<file path="src/rtl/game2048_pkg.sv">
// rtl/game2048_pkg.sv - scan codes, one-hot directions and FSM encodings for the 2048 PS/2 input stage
package game2048_pkg;

  localparam logic [7:0] SC_EXT   = 8'hE0;
  localparam logic [7:0] SC_BRK   = 8'hF0;
  localparam logic [7:0] SC_UP    = 8'h75;
  localparam logic [7:0] SC_DOWN  = 8'h72;
  localparam logic [7:0] SC_LEFT  = 8'h6B;
  localparam logic [7:0] SC_RIGHT = 8'h74;
  localparam logic [7:0] SC_S     = 8'h1B;

  localparam logic [3:0] DIR_UP    = 4'b1000;
  localparam logic [3:0] DIR_DOWN  = 4'b0100;
  localparam logic [3:0] DIR_LEFT  = 4'b0010;
  localparam logic [3:0] DIR_RIGHT = 4'b0001;

  typedef enum logic [1:0] {F_IDLE, F_DATA, F_PARITY, F_STOP} frame_state_t;
  typedef enum logic [1:0] {D_IDLE, D_EXT, D_BRK, D_EXT_BRK} decode_state_t;

  // Extended arrow code to its one-hot direction; zero for any other byte.
  function automatic logic [3:0] arrow_onehot(input logic [7:0] code);
    case (code)
      SC_UP:    arrow_onehot = DIR_UP;
      SC_DOWN:  arrow_onehot = DIR_DOWN;
      SC_LEFT:  arrow_onehot = DIR_LEFT;
      SC_RIGHT: arrow_onehot = DIR_RIGHT;
      default:  arrow_onehot = 4'b0000;
    endcase
  endfunction

endpackage

</file>
<file path="src/rtl/ps2_rx_frame.sv">
// rtl/ps2_rx_frame.sv - PS/2 line synchronisers and 11-bit frame receiver
// PS2_TIMEOUT_EN adds a mid-frame idle abort after TIMEOUT_CYCLES clocks.
module ps2_rx_frame
  import game2048_pkg::*;
#(
  parameter int SYNC_STAGES = 2
`ifdef PS2_TIMEOUT_EN
  , parameter int TIMEOUT_CYCLES = 50000
`endif
) (
  input  logic       clock,
  input  logic       resetn,
  input  logic       ps2_clk,
  input  logic       ps2_dat,
  output logic       byte_valid,
  output logic [7:0] data_byte,
  output logic       frame_err
);

  logic [SYNC_STAGES-1:0] clk_sync, dat_sync;
  logic                   clk_prev;
  logic                   clk_s, dat_s, fall;

  frame_state_t state, state_n;
  logic [2:0]   bit_cnt, bit_cnt_n;
  logic [7:0]   shift_reg, shift_n, data_byte_n;
  logic         parity_ok, parity_ok_n;
  logic         byte_valid_n, frame_err_n;
  logic         timeout_hit;

  assign clk_s = clk_sync[SYNC_STAGES-1];
  assign dat_s = dat_sync[SYNC_STAGES-1];
  assign fall  = clk_prev & ~clk_s;

  // Idle bus is high, so synchronisers reset to 1 to avoid a false edge.
  always_ff @(posedge clock or negedge resetn) begin
    if (!resetn) begin
      clk_sync <= '1;
      dat_sync <= '1;
      clk_prev <= 1'b1;
    end else begin
      clk_sync <= {clk_sync[SYNC_STAGES-2:0], ps2_clk};
      dat_sync <= {dat_sync[SYNC_STAGES-2:0], ps2_dat};
      clk_prev <= clk_s;
    end
  end

`ifdef PS2_TIMEOUT_EN
  localparam int TW = $clog2(TIMEOUT_CYCLES);
  logic [TW-1:0] idle_cnt;

  assign timeout_hit = (state != F_IDLE) && !fall && (idle_cnt == TW'(TIMEOUT_CYCLES - 1));

  always_ff @(posedge clock or negedge resetn) begin
    if (!resetn) begin
      idle_cnt <= '0;
    end else if (fall || state == F_IDLE) begin
      idle_cnt <= '0;
    end else if (!timeout_hit) begin
      idle_cnt <= idle_cnt + 1'b1;
    end
  end
`else
  assign timeout_hit = 1'b0;
`endif

  always_comb begin
    state_n      = state;
    bit_cnt_n    = bit_cnt;
    shift_n      = shift_reg;
    parity_ok_n  = parity_ok;
    data_byte_n  = data_byte;
    byte_valid_n = 1'b0;
    frame_err_n  = 1'b0;
    if (timeout_hit) begin
      state_n     = F_IDLE;
      frame_err_n = 1'b1;
    end else if (fall) begin
      case (state)
        F_IDLE: if (!dat_s) begin
          state_n   = F_DATA;
          bit_cnt_n = 3'd0;
        end
        F_DATA: begin
          shift_n   = {dat_s, shift_reg[7:1]};
          bit_cnt_n = bit_cnt + 3'd1;
          if (bit_cnt == 3'd7) state_n = F_PARITY;
        end
        F_PARITY: begin
          parity_ok_n = ^{shift_reg, dat_s};
          state_n     = F_STOP;
        end
        F_STOP: begin
          if (dat_s && parity_ok) begin
            byte_valid_n = 1'b1;
            data_byte_n  = shift_reg;
          end else begin
            frame_err_n = 1'b1;
          end
          state_n = F_IDLE;
        end
        default: state_n = F_IDLE;
      endcase
    end
  end

  always_ff @(posedge clock or negedge resetn) begin
    if (!resetn) begin
      state      <= F_IDLE;
      bit_cnt    <= 3'd0;
      shift_reg  <= 8'h00;
      parity_ok  <= 1'b0;
      data_byte  <= 8'h00;
      byte_valid <= 1'b0;
      frame_err  <= 1'b0;
    end else begin
      state      <= state_n;
      bit_cnt    <= bit_cnt_n;
      shift_reg  <= shift_n;
      parity_ok  <= parity_ok_n;
      data_byte  <= data_byte_n;
      byte_valid <= byte_valid_n;
      frame_err  <= frame_err_n;
    end
  end

endmodule

</file>
<file path="src/rtl/ps2_direction_decoder.sv">
// rtl/ps2_direction_decoder.sv - PS/2 arrow/S-key decoder with auto-repeat filter and valid/ack direction
// PS2_TIMEOUT_EN enables the mid-frame timeout in ps2_rx_frame.
module ps2_direction_decoder
  import game2048_pkg::*;
#(
  parameter int SYNC_STAGES = 2
`ifdef PS2_TIMEOUT_EN
  , parameter int TIMEOUT_CYCLES = 50000
`endif
) (
  input  logic       clock,
  input  logic       resetn,
  input  logic       ps2_clk,
  input  logic       ps2_dat,
  input  logic       dir_ack,
  output logic [3:0] direction,
  output logic       dir_valid,
  output logic       start_pulse,
  output logic       frame_err,
  output logic [7:0] scan_code
);

  // Asynchronous assert, synchronous release.
  logic [1:0] rst_sync;
  logic       rst_n;

  always_ff @(posedge clock or negedge resetn) begin
    if (!resetn) rst_sync <= 2'b00;
    else         rst_sync <= {rst_sync[0], 1'b1};
  end
  assign rst_n = rst_sync[1];

  logic       byte_valid;
  logic [7:0] data_byte;

  ps2_rx_frame #(
    .SYNC_STAGES(SYNC_STAGES)
`ifdef PS2_TIMEOUT_EN
    , .TIMEOUT_CYCLES(TIMEOUT_CYCLES)
`endif
  ) u_rx (
    .clock     (clock),
    .resetn    (rst_n),
    .ps2_clk   (ps2_clk),
    .ps2_dat   (ps2_dat),
    .byte_valid(byte_valid),
    .data_byte (data_byte),
    .frame_err (frame_err)
  );

  assign scan_code = data_byte;

  decode_state_t dstate, dstate_n;
  logic [3:0]    held, held_n, hit, make_dir, direction_n;
  logic          held_s, held_s_n, dir_valid_n, start_n;

  assign hit = arrow_onehot(data_byte);

  always_comb begin
    dstate_n    = dstate;
    held_n      = held;
    held_s_n    = held_s;
    make_dir    = 4'b0000;
    start_n     = 1'b0;
    direction_n = direction;
    dir_valid_n = dir_valid;
    if (byte_valid) begin
      case (dstate)
        D_IDLE: begin
          if (data_byte == SC_EXT)      dstate_n = D_EXT;
          else if (data_byte == SC_BRK) dstate_n = D_BRK;
          else if (data_byte == SC_S && !held_s) begin
            start_n  = 1'b1;
            held_s_n = 1'b1;
          end
        end
        D_EXT: begin
          if (data_byte == SC_BRK) begin
            dstate_n = D_EXT_BRK;
          end else begin
            dstate_n = D_IDLE;
            if ((held & hit) == 4'b0000) begin
              make_dir = hit;
              held_n   = held | hit;
            end
          end
        end
        D_BRK: begin
          if (data_byte == SC_S) held_s_n = 1'b0;
          dstate_n = D_IDLE;
        end
        D_EXT_BRK: begin
          held_n   = held & ~hit;
          dstate_n = D_IDLE;
        end
        default: dstate_n = D_IDLE;
      endcase
    end
    // A fresh press lands only in an empty slot or one being consumed this cycle.
    if (make_dir != 4'b0000) begin
      if (!dir_valid || dir_ack) begin
        direction_n = make_dir;
        dir_valid_n = 1'b1;
      end
    end else if (dir_valid && dir_ack) begin
      direction_n = 4'b0000;
      dir_valid_n = 1'b0;
    end
  end

  always_ff @(posedge clock or negedge rst_n) begin
    if (!rst_n) begin
      dstate      <= D_IDLE;
      held        <= 4'b0000;
      held_s      <= 1'b0;
      direction   <= 4'b0000;
      dir_valid   <= 1'b0;
      start_pulse <= 1'b0;
    end else begin
      dstate      <= dstate_n;
      held        <= held_n;
      held_s      <= held_s_n;
      direction   <= direction_n;
      dir_valid   <= dir_valid_n;
      start_pulse <= start_n;
    end
  end

endmodule
</file>
<file path="config.mk">
export PLATFORM = sky130hd
export DESIGN_NAME = ps2_direction_decoder
export DESIGN_NICKNAME = d
export VERILOG_FILES = /design/src/rtl/game2048_pkg.sv /design/src/rtl/ps2_rx_frame.sv /design/src/rtl/ps2_direction_decoder.sv
export SDC_FILE = /design/constraint.sdc
export NUM_CORES = 1
export LEC_CHECK = 0
export BUFFER_PORTS_ARGS = -buffer_cell sky130_fd_sc_hd__buf_2
export CAP_MARGIN = 15
export CORE_UTILIZATION = 50
export CTS_CLUSTER_SIZE = 16
export DETAILED_ROUTE_END_ITERATION = 8
export PLACE_DENSITY_LB_ADDON = 0.15
export REMOVE_ABC_BUFFERS = 1
export SLEW_MARGIN = 5
export SYNTH_ARGS = -nofsm -noshare
export SYNTH_HDL_FRONTEND = slang
export SYNTH_SLANG_ARGS = --single-unit
</file>
<file path="constraint.sdc">
create_clock -name clock -period 2.61 [get_ports clock]
set_clock_uncertainty 0.05 [all_clocks]
set_input_delay 0.261 -clock clock [delete_from_list [all_inputs] [get_ports clock]]
set_output_delay 0.261 -clock clock [all_outputs]
set_load 0.01 [all_outputs]
</file>
==> results of run 1 <==
==> worst max-delay path: cells and delay by family (launching register included) <==
| family | cells | cell delay (ns) |
|---|---|---|
| mux | 1 | 0.26 |
| simple gates | 2 | 0.35 |
| compound gates | 2 | 0.77 |
| flops | 1 | 0.47 |
==> metrics by stage <==
| step | instances | power [mW] | util |
|---|---|---|---|
| 5_1_grt | 243 | 2.11 | 0.618 |
| 2_1_floorplan | 163 | 1.35 | - |
| 6_report | 243 | 1.98 | 0.618 |
| 3_3_place_gp | 232 | 1.47 | 0.581 |
| 4_1_cts | 243 | 2.00 | 0.618 |
| 3_5_place_dp | 232 | 1.49 | 0.581 |
==> kinds of logic after synthesis <==
| family | Yosys count |
|---|---|
| flip-flops | 44 |
| buffers and inverters | 10 |
| adder cells (fa/ha/maj) | 6 |
| multiplexers | 22 |
| AND/OR/NAND/NOR | 44 |
| XOR/XNOR | 8 |
| other | 1 |
| AO/OA/AOI/OAI | 31 |
==> worst min-delay path by stage <==
stage                       endpoint  depth (start not counted)  slack, ns
2_1_floorplan  rst_sync[0]$_DFF_PN0_                          0      -0.08
3_3_place_gp   rst_sync[1]$_DFF_PN0_                          1     -0.004
3_5_place_dp   rst_sync[0]$_DFF_PN0_                          1      0.003
4_1_cts        dir_valid$_DFFE_PN0P_                          2       0.15
5_1_grt        dir_valid$_DFFE_PN0P_                          2       0.17
6_report       dir_valid$_DFFE_PN0P_                          2       0.17
==> area by class of cell <==
class / instances / area share
Sequential cell: 44 / 0.471
Multi-Input combinational cell: 112 / 0.385
Timing Repair Buffer: 24 / 0.0597
Clock buffer: 5 / 0.0293
Tap cell: 48 / 0.0256
Clock inverter: 3 / 0.0181
Inverter: 7 / 0.0112
==> timing repair <==
action | in CTS | in global routing
hold endpoints to repair | 4 | 0
hold buffers | 3 | 0
setup buffers | 0 | 0
==> routing by layer <==
metal,share of wire,routed length (µm)
met5,0,0
met4,0.011,39
met3,0.033,121
met2,0.49,1780
met1,0.47,1700
==> power groups by stage <==
stage	clock (mW)	combinational, mW	sequential [mW]
after floorplan	0	0.402	0.952
after CTS	0.520	0.523	0.960
after global placement	0	0.503	0.964
after detailed placement	0	0.516	0.973
final	0.505	0.513	0.958
after global routing	0.547	0.577	0.986
==> layout by cell type (no fill, tap or decap), types with 4 or more instances in the layout <==
| cell | netlist | layout |
|---|---|---|
| mux2_2 | 17 | 17 |
| nand2_1 | 11 | 11 |
| mux2i_1 | 4 | 4 |
| clkbuf_8 | 0 | 5 |
| o21ai_0 | 7 | 7 |
| buf_2 | 1 | 19 |
| xnor2_1 | 7 | 7 |
| a21oi_1 | 4 | 4 |
| dfrtp_1 | 39 | 39 |
| o21ai_1 | 4 | 4 |
| nor3_1 | 4 | 4 |
| dfstp_2 | 5 | 5 |
| inv_1 | 6 | 6 |
| ha_1 | 6 | 6 |
| a32oi_1 | 4 | 4 |
| nor2_1 | 6 | 6 |
==> impl_metrics.ini, run 1 <==
[synth]
synth-edff-count = 0
synthArstFlopShare = 1.00
synthTopCellsByCount = dfrtp_1 (39), mux2_2 (17), nand2_1 (11)
synth_mux_area_frac = 0.118
synth_compound_area_frac = 0.115
ys_ff_latch = 44
synthCells = 166
yosys-top-cells-area = dfrtp_1 (47%), mux2_2 (9.3%), dfstp_2 (6.4%)
synthSimpleGateAreaFrac = 0.134
synth_top_area_share = 0.474
ys_types = 44
syn_area_um2 = 2060
synth-seq-area-share = 0.538
synth_most_common_cell = dfrtp_1
synth_top_area_cell = dfrtp_1
synth_adder_area_share = 0.0365
synth_top_family_by_area = simple AND/OR/NAND/NOR gates
synth-xor-area-share = 0.0341
syn_area_per_cell_um2 = 12.4
synth-main-ff-cell = dfrtp_1
ys_warn_count = 0

[placed_design]
place_hpwl_um = 2750
place_area_um2 = 2210
dp_slack_ns = 0.580
place.gp.congestion = 0.851
port-buffer-count = 19

[clocking]
cts_sinks = 44
tritoncts = built
clk_pin_slew_ns = 0.08
cts_resized = 0
numCtsBuffers = 5
h-tree-depth = 2
clock_path_buffers = 2
cts-root-buf = clkbuf_8
insertion_delay_ns = 0.29

[worst_setup_path]
worstRegToRegCells = 5
crit_path_end_kind = flop
cp_slowest_cell = a2111oi_4
criticalPathCategory = reg -> reg
r2r-start = u_rx.data_byte[2]$_DFFE_PN0P_
crit_required_ns = 2.74
critical_path.max_fanout = 9
crit_chain = or2b_1 -> nor4_4 -> a2111oi_4 -> mux2i_1 -> o21ai_1
endpoint = direction[2]$_DFFE_PN0P_
r2r_slack_ns = 0.57
cpPeakStageDelay_ns = 0.70
crit_arrival_ns = 2.17
rr_endpoint = direction[2]$_DFFE_PN0P_
cp-start-kind = flop
crit_start = u_rx.data_byte[2]$_DFFE_PN0P_

[sta]
setup_violations = 0
slew_violations = 0
worst_hold_slack_ns = 0.171
tightest_slew_ns = 0.886
final_hold_viol_count = 0
fmax_mhz = 490
fin_crit_ns = 2.04
tns_ns = 0
rsz0062_at_grt = no
maxSlewHeadroom = 0.402
setup_slack_ns = 0.570
post-route-period-util = 0.782

[global_route]
grt_overflow = 0
use_met2 = 0.320
grt_pass1_vias = 1338
antenna_found_initial = 0
gr-usage-met1 = 0.264
grt_pass1_wl_um = 6410
grtUsageTotal = 0.200
met3_usage = 0.0569
grt_max_degree = 29
grt_most_used_layer = met2

[cells_and_area]
drive_gt1_frac = 0.292
seqCellArea_um2 = 1110
design_area_um2 = 2350
num_antenna_cells = 0
fin_nets = 205
syn_to_final_growth_pct = 14.2
nFillCells = 312
multi_input_comb_area_um2 = 903

[power]
powerDensity_nw_per_um2 = 841
p_clk_frac = 0.256
pwr-share-comb = 0.259
seq_power_share = 0.485
peakVddDrop_uv = 662
p_leak_nw = 1.03
p_sw_frac = 0.299
p_int_mw = 1.39
p_sw_uw = 590

[status]
status = finished clean

[die]
ios = 20
die_x_um = 66.1
die_y_um = 66.1
initial_utilization = 0.542
coreArea_um2 = 3800
row_count = 22
die_area_um2 = 4370

[detailed_routing]
vias = 1381
routed_wl_um = 3640
drt_iter0_markers = 90
drtAntennaViolNets = 0
wl_per_cell_um = 15.0
avgViaCountPerCell = 5.68
dr.pass1.iters = 4
drc_errors = 0

[hold_path]
hold_start = dir_ack
hold_path.class = in -> reg

[job]
maxCapViolations = 0
Note: power is estimated with default switching activity, not from simulation.
==> run 2, diff against run 1 <==
==> constraint.sdc (replaced) <==
create_clock -name clock -period 1.6 [get_ports clock]
set_clock_uncertainty 0.05 [all_clocks]
set_input_delay 0.16 -clock clock [delete_from_list [all_inputs] [get_ports clock]]
set_output_delay 0.16 -clock clock [all_outputs]
set_load 0.01 [all_outputs]
==> run 2 against run 1 <==
Effect of this change: the flow now finishes with violations (negative setup slack); global-route usage increased by 2.2 points; die area stayed put; register-to-register slack lost 1.0 ns; via count is 16% higher; first-iteration DRC count shrank 31%; clock power rose by 45%; combinational power is 130% higher; utilization rose by 13 points; sequential share of layout area decreased by 7.9 points; critical path depth is 1 higher; critical endpoint unchanged; largest cell class unchanged.
==> impl_metrics.ini, run 2 (same netlist as run 1, synthesis figures left out) <==
[worst_setup_path]
rr_endpoint = direction[2]$_DFFE_PN0P_
crit_required_ns = 1.73
cp-start-kind = flop
crit_path_end_kind = flop
critical_path.max_fanout = 6
worstRegToRegCells = 6
r2r-start = u_rx.data_byte[7]$_DFFE_PN0P_
r2r_slack_ns = -0.46
criticalPathCategory = reg -> reg
crit_arrival_ns = 2.19

[die]
row_count = 22
die_y_um = 66.1
ios = 20
die_area_um2 = 4370
initial_utilization = 0.542
die_x_um = 66.1
coreArea_um2 = 3800

[hold_path]
hold-path-cell-count = 2
hold_start = dir_ack
hold_path.class = in -> reg
whs_endpoint = dir_valid$_DFFE_PN0P_

[power]
powerDensity_nw_per_um2 = 1210
p_leak_nw = 1.27
finalPower_mw = 3.43
peakVddDrop_uv = 1090

[global_route]
grt_pass1_wl_um = 7200
grt_overflow = 0
grt_max_degree = 43
grt_pass1_vias = 1537
antenna_found_initial = 0
grtUsageTotal = 0.222

[job]
maxCapViolations = 0

[detailed_routing]
drc_errors = 0
vias = 1604
routed_wl_um = 4710
dr.pass1.iters = 4
wl_per_cell_um = 16.5
drt_iter0_markers = 62
drtAntennaViolNets = 0
avgViaCountPerCell = 5.61

[clocking]
cts_sinks = 44
h-tree-depth = 2
clock_path_buffers = 2
insertion_delay_ns = 0.30
tritoncts = built
numCtsBuffers = 5
clk_pin_slew_ns = 0.08
cts-root-buf = clkbuf_8

[cells_and_area]
final_cell_mix = buf_4 (40), dfrtp_1 (37), buf_2 (19)
num_antenna_cells = 0
design_area_um2 = 2830
fin_nets = 248
final_common_cell = buf_4
syn_to_final_growth_pct = 37.5
drive_gt1_frac = 0.504

[sta]
maxSlewHeadroom = 0.645
setup_slack_ns = -0.462
setup_violations = 13
fin_crit_ns = 2.06
final_hold_viol_count = 0
post-route-period-util = 1.29
rsz0062_at_grt = yes
slew_violations = 0
tightest_slew_ns = 0.532
fmax_mhz = 485
worst_hold_slack_ns = 0.0862

[placed_design]
place_hpwl_um = 3100
place.gp.congestion = 0.835
dp_slack_ns = -0.531
port-buffer-count = 19
place_area_um2 = 2440

[status]
status = complete, but fails checks
violations = negative setup slack
## run 2: timing repair
action | in CTS | in global routing
pin swaps | 6 | 8
setup endpoints to repair | 26 | 30
gates cloned | 0 | 2
buffers inserted | 4 | 6
hold buffers | 3 | 0
gates resized for setup | 15 | 26
hold endpoints to repair | 4 | 0
## run 2: critical path, cell delays in order (launching register included)
cell	delay (ns)
dfrtp_1	0.44
or4bb_4	0.58
a311oi_4	0.37
buf_4	0.18
a2111oi_4	0.06
mux2i_1	0.20
o21ai_1	0.07
## run 2: final cells by class
type,instances,area [µm²]
Clock buffer,6,82.6
Clock inverter,2,15.0
Fill cell,260,971
Inverter,7,26.3
Multi-Input combinational cell,113,1060
Sequential cell,44,1110
Tap cell,48,60.1
Timing Repair Buffer,66,470
## run 2: worst max path at each step
stage                                  startpoint                       end  slack (ns)
floorplan           u_rx.data_byte[7]$_DFFE_PN0P_        held_s$_DFFE_PN0P_       -0.32
global placement    u_rx.data_byte[7]$_DFFE_PN0P_        held_s$_DFFE_PN0P_       -0.31
detailed placement  u_rx.data_byte[2]$_DFFE_PN0P_  direction[1]$_DFFE_PN0P_       -0.53
CTS                 u_rx.data_byte[7]$_DFFE_PN0P_  direction[1]$_DFFE_PN0P_       -0.44
global route        u_rx.data_byte[7]$_DFFE_PN0P_  direction[1]$_DFFE_PN0P_       -0.54
finish              u_rx.data_byte[7]$_DFFE_PN0P_  direction[2]$_DFFE_PN0P_       -0.46
## run 2: stage by stage
step | cells | TNS [ns] | utilization
CTS | 278 | -3.02 | 0.697
floorplan | 163 | -3.51 | -
global placement | 263 | -2.52 | 0.642
detailed placement | 263 | -3.85 | 0.642
finish | 286 | -3.90 | 0.744
global route | 286 | -4.80 | 0.744
## run 2: report_power, final
part / switching (mW) / internal, mW / leakage (nW)
clock: 0.380 / 0.349 / 0.0434
sequential: 0.199 / 1.33 / 0.550
combinational: 0.516 / 0.659 / 0.681
total: 1.10 / 2.34 / 1.27
## run 2: layer usage
metal  wire length [µm]  share of wire  vias to the layer above  track usage
met2               2510           0.53                       24        0.390
met5                  0              0                        -            0
met1               2010           0.43                      816        0.266
met4                 82          0.017                        0       0.0878
met3                108          0.023                       11       0.0431
li1                   -              -                      753            -
==> run 3, diff against run 2 <==
--- a/config.mk
+++ b/config.mk
@@ -10,7 +10,7 @@
 export CORE_UTILIZATION = 50
 export CTS_CLUSTER_SIZE = 16
 export DETAILED_ROUTE_END_ITERATION = 8
-export PLACE_DENSITY_LB_ADDON = 0.15
+export PLACE_DENSITY = 0.71
 export REMOVE_ABC_BUFFERS = 1
 export SLEW_MARGIN = 5
 export SYNTH_ARGS = -nofsm -noshare
==> constraint.sdc (replaced) <==
create_clock -name clock -period 1.6 [get_ports clock]
set_clock_uncertainty 0.05 [all_clocks]
set_input_delay 0.16 -clock clock [delete_from_list [all_inputs] [get_ports clock]]
set_output_delay 0.16 -clock clock [all_outputs]
set_load 0.02 [all_outputs]
==> run 3 against run 2 <==
Effect of this change: the run still ends with negative setup slack left; non-clock buffer count is 6 lower; combinational power is 6% higher; critical path depth is 1 lower; clock-buffer cell count is 1 higher; register-to-register slack better by 0.06 ns; design area is 0.58% lower; final cell count is 2.4% lower; sequential power hardly changed; via count is 2.7% lower; sequential cell count stayed put; global-route usage is 1.3 points higher.
==> impl_metrics.ini, run 3 (same netlist as run 1, synthesis figures left out) <==
[status]
status = complete, but fails checks
violations = negative setup slack

[worst_setup_path]
crit_arrival_ns = 2.13
r2r_slack_ns = -0.40
cp_slowest_cell = or4bb_1
cpPeakStageDelay_ns = 0.53
criticalPathCategory = reg -> reg
worstRegToRegCells = 5
r2r-start = u_rx.data_byte[2]$_DFFE_PN0P_
crit_path_end_kind = flop
rr_endpoint = direction[1]$_DFFE_PN0P_
critical_path.max_fanout = 9
cp-start-kind = flop
crit_required_ns = 1.72
crit_chain = or4bb_1 -> a311oi_2 -> a2111oi_4 -> a32oi_1 -> o21ai_1

[global_route]
use_met2 = 0.413
grt_overflow = 0
grt_most_used_layer = met2
met3_usage = 0.0552
antenna_found_initial = 0
gr-usage-met1 = 0.260
grt_max_degree = 43
grt_pass1_vias = 1590
grt_pass1_wl_um = 7450
grtUsageTotal = 0.235

[placed_design]
place.gp.congestion = 0.842
place_hpwl_um = 3190
port-buffer-count = 19
dp_slack_ns = -0.389

[cells_and_area]
fin_nets = 241
final_cell_mix = dfrtp_1 (36), buf_4 (31), buf_2 (19)
drive_gt1_frac = 0.506
num_antenna_cells = 0
final_common_cell = dfrtp_1
syn_to_final_growth_pct = 36.7

[sta]
post-route-period-util = 1.25
rsz0062_at_grt = yes
setup_violations = 11
maxSlewHeadroom = 0.534
setup_slack_ns = -0.405
fmax_mhz = 499
final_hold_viol_count = 0
tightest_slew_ns = 0.698
fin_crit_ns = 2.00
slew_violations = 0

[job]
maxCapViolations = 0

[die]
initial_utilization = 0.542
die_area_um2 = 4370
coreArea_um2 = 3800
ios = 20
die_x_um = 66.1
die_y_um = 66.1
row_count = 22

[detailed_routing]
avgViaCountPerCell = 5.59
routed_wl_um = 4730
dr.pass1.iters = 4
drt_iter0_markers = 56
drc_errors = 0
drtAntennaViolNets = 0
wl_per_cell_um = 17.0
vias = 1560

[clocking]
insertion_delay_ns = 0.29
numCtsBuffers = 5
tritoncts = built
cts-root-buf = clkbuf_8
h-tree-depth = 2
cts_sinks = 44
clk_pin_slew_ns = 0.08
clock_path_buffers = 2

[power]
p_leak_nw = 1.27
finalPower_mw = 3.69
peakVddDrop_uv = 1010
powerDensity_nw_per_um2 = 1310

[hold_path]
hold-path-cell-count = 2
hold_path.class = in -> reg
hold_start = dir_ack
whs_endpoint = dir_valid$_DFFE_PN0P_
==> run 3: metrics by stage <==
step                      hold slack, ns   util  cell area, µm²  instances  TNS, ns
after floorplan                   -0.186      -            2040        163    -4.07
after global placement            -0.105  0.640            2430        262    -2.45
after detailed placement         -0.0997  0.640            2430        262    -3.17
after CTS                         0.0699  0.710            2700        275    -2.49
after global routing              0.0811  0.740            2810        279    -3.59
final                             0.0830  0.740            2810        279    -2.86
==> run 3: how the worst max path moves through the flow <==
stage	end	slack (ns)	from	cells past startpoint
2_1_floorplan	held_s$_DFFE_PN0P_	-0.37	u_rx.data_byte[7]$_DFFE_PN0P_	3
3_3_place_gp	held_s$_DFFE_PN0P_	-0.32	u_rx.data_byte[7]$_DFFE_PN0P_	3
3_5_place_dp	direction[1]$_DFFE_PN0P_	-0.39	u_rx.data_byte[7]$_DFFE_PN0P_	5
6_report	direction[1]$_DFFE_PN0P_	-0.40	u_rx.data_byte[2]$_DFFE_PN0P_	5
5_1_grt	direction[1]$_DFFE_PN0P_	-0.49	u_rx.data_byte[2]$_DFFE_PN0P_	5
4_1_cts	direction[1]$_DFFE_PN0P_	-0.41	u_rx.data_byte[2]$_DFFE_PN0P_	5
==> run 3: per-layer routing <==
metal / share of wire / wire [µm] / vias to the layer above
li1: - / - / 738
met1: 0.42 / 1980 / 783
met2: 0.53 / 2480 / 29
met3: 0.032 / 151 / 10
met4: 0.023 / 108 / 0
met5: 0 / 0 / -
==> run 3: what timing repair did <==
action                                 4_1_cts  5_1_grt
pin swaps                                   11        8
endpoints found under the hold margin        4        0
cloned                                       1        0
hold buffers                                 3        0
setup endpoints to repair                   21       33
buffers inserted                             1        4
gates resized for setup                     25       24
==> run 3: power by group <==
group	total, mW	switching [mW]	internal [mW]
Combinational	1.24	0.568	0.667
Clock	0.914	0.363	0.551
Sequential	1.54	0.211	1.33
==> run 3: cell type report <==
cell class / instances / area (µm²)
Inverter: 7 / 26.3
Clock buffer: 7 / 96.3
Timing Repair Buffer: 60 / 437
Multi-Input combinational cell: 112 / 1050
Fill cell: 241 / 987
Sequential cell: 44 / 1110
Clock inverter: 1 / 30.0
Tap cell: 48 / 60.1
==> run 3: critical path, delay by kind of cell (launching register included) <==
kind               cells  cell delay [ns]
DFF                    1             0.45
AOI/OAI and AO/OA      4             0.85
and+or+nand+nor        1             0.53
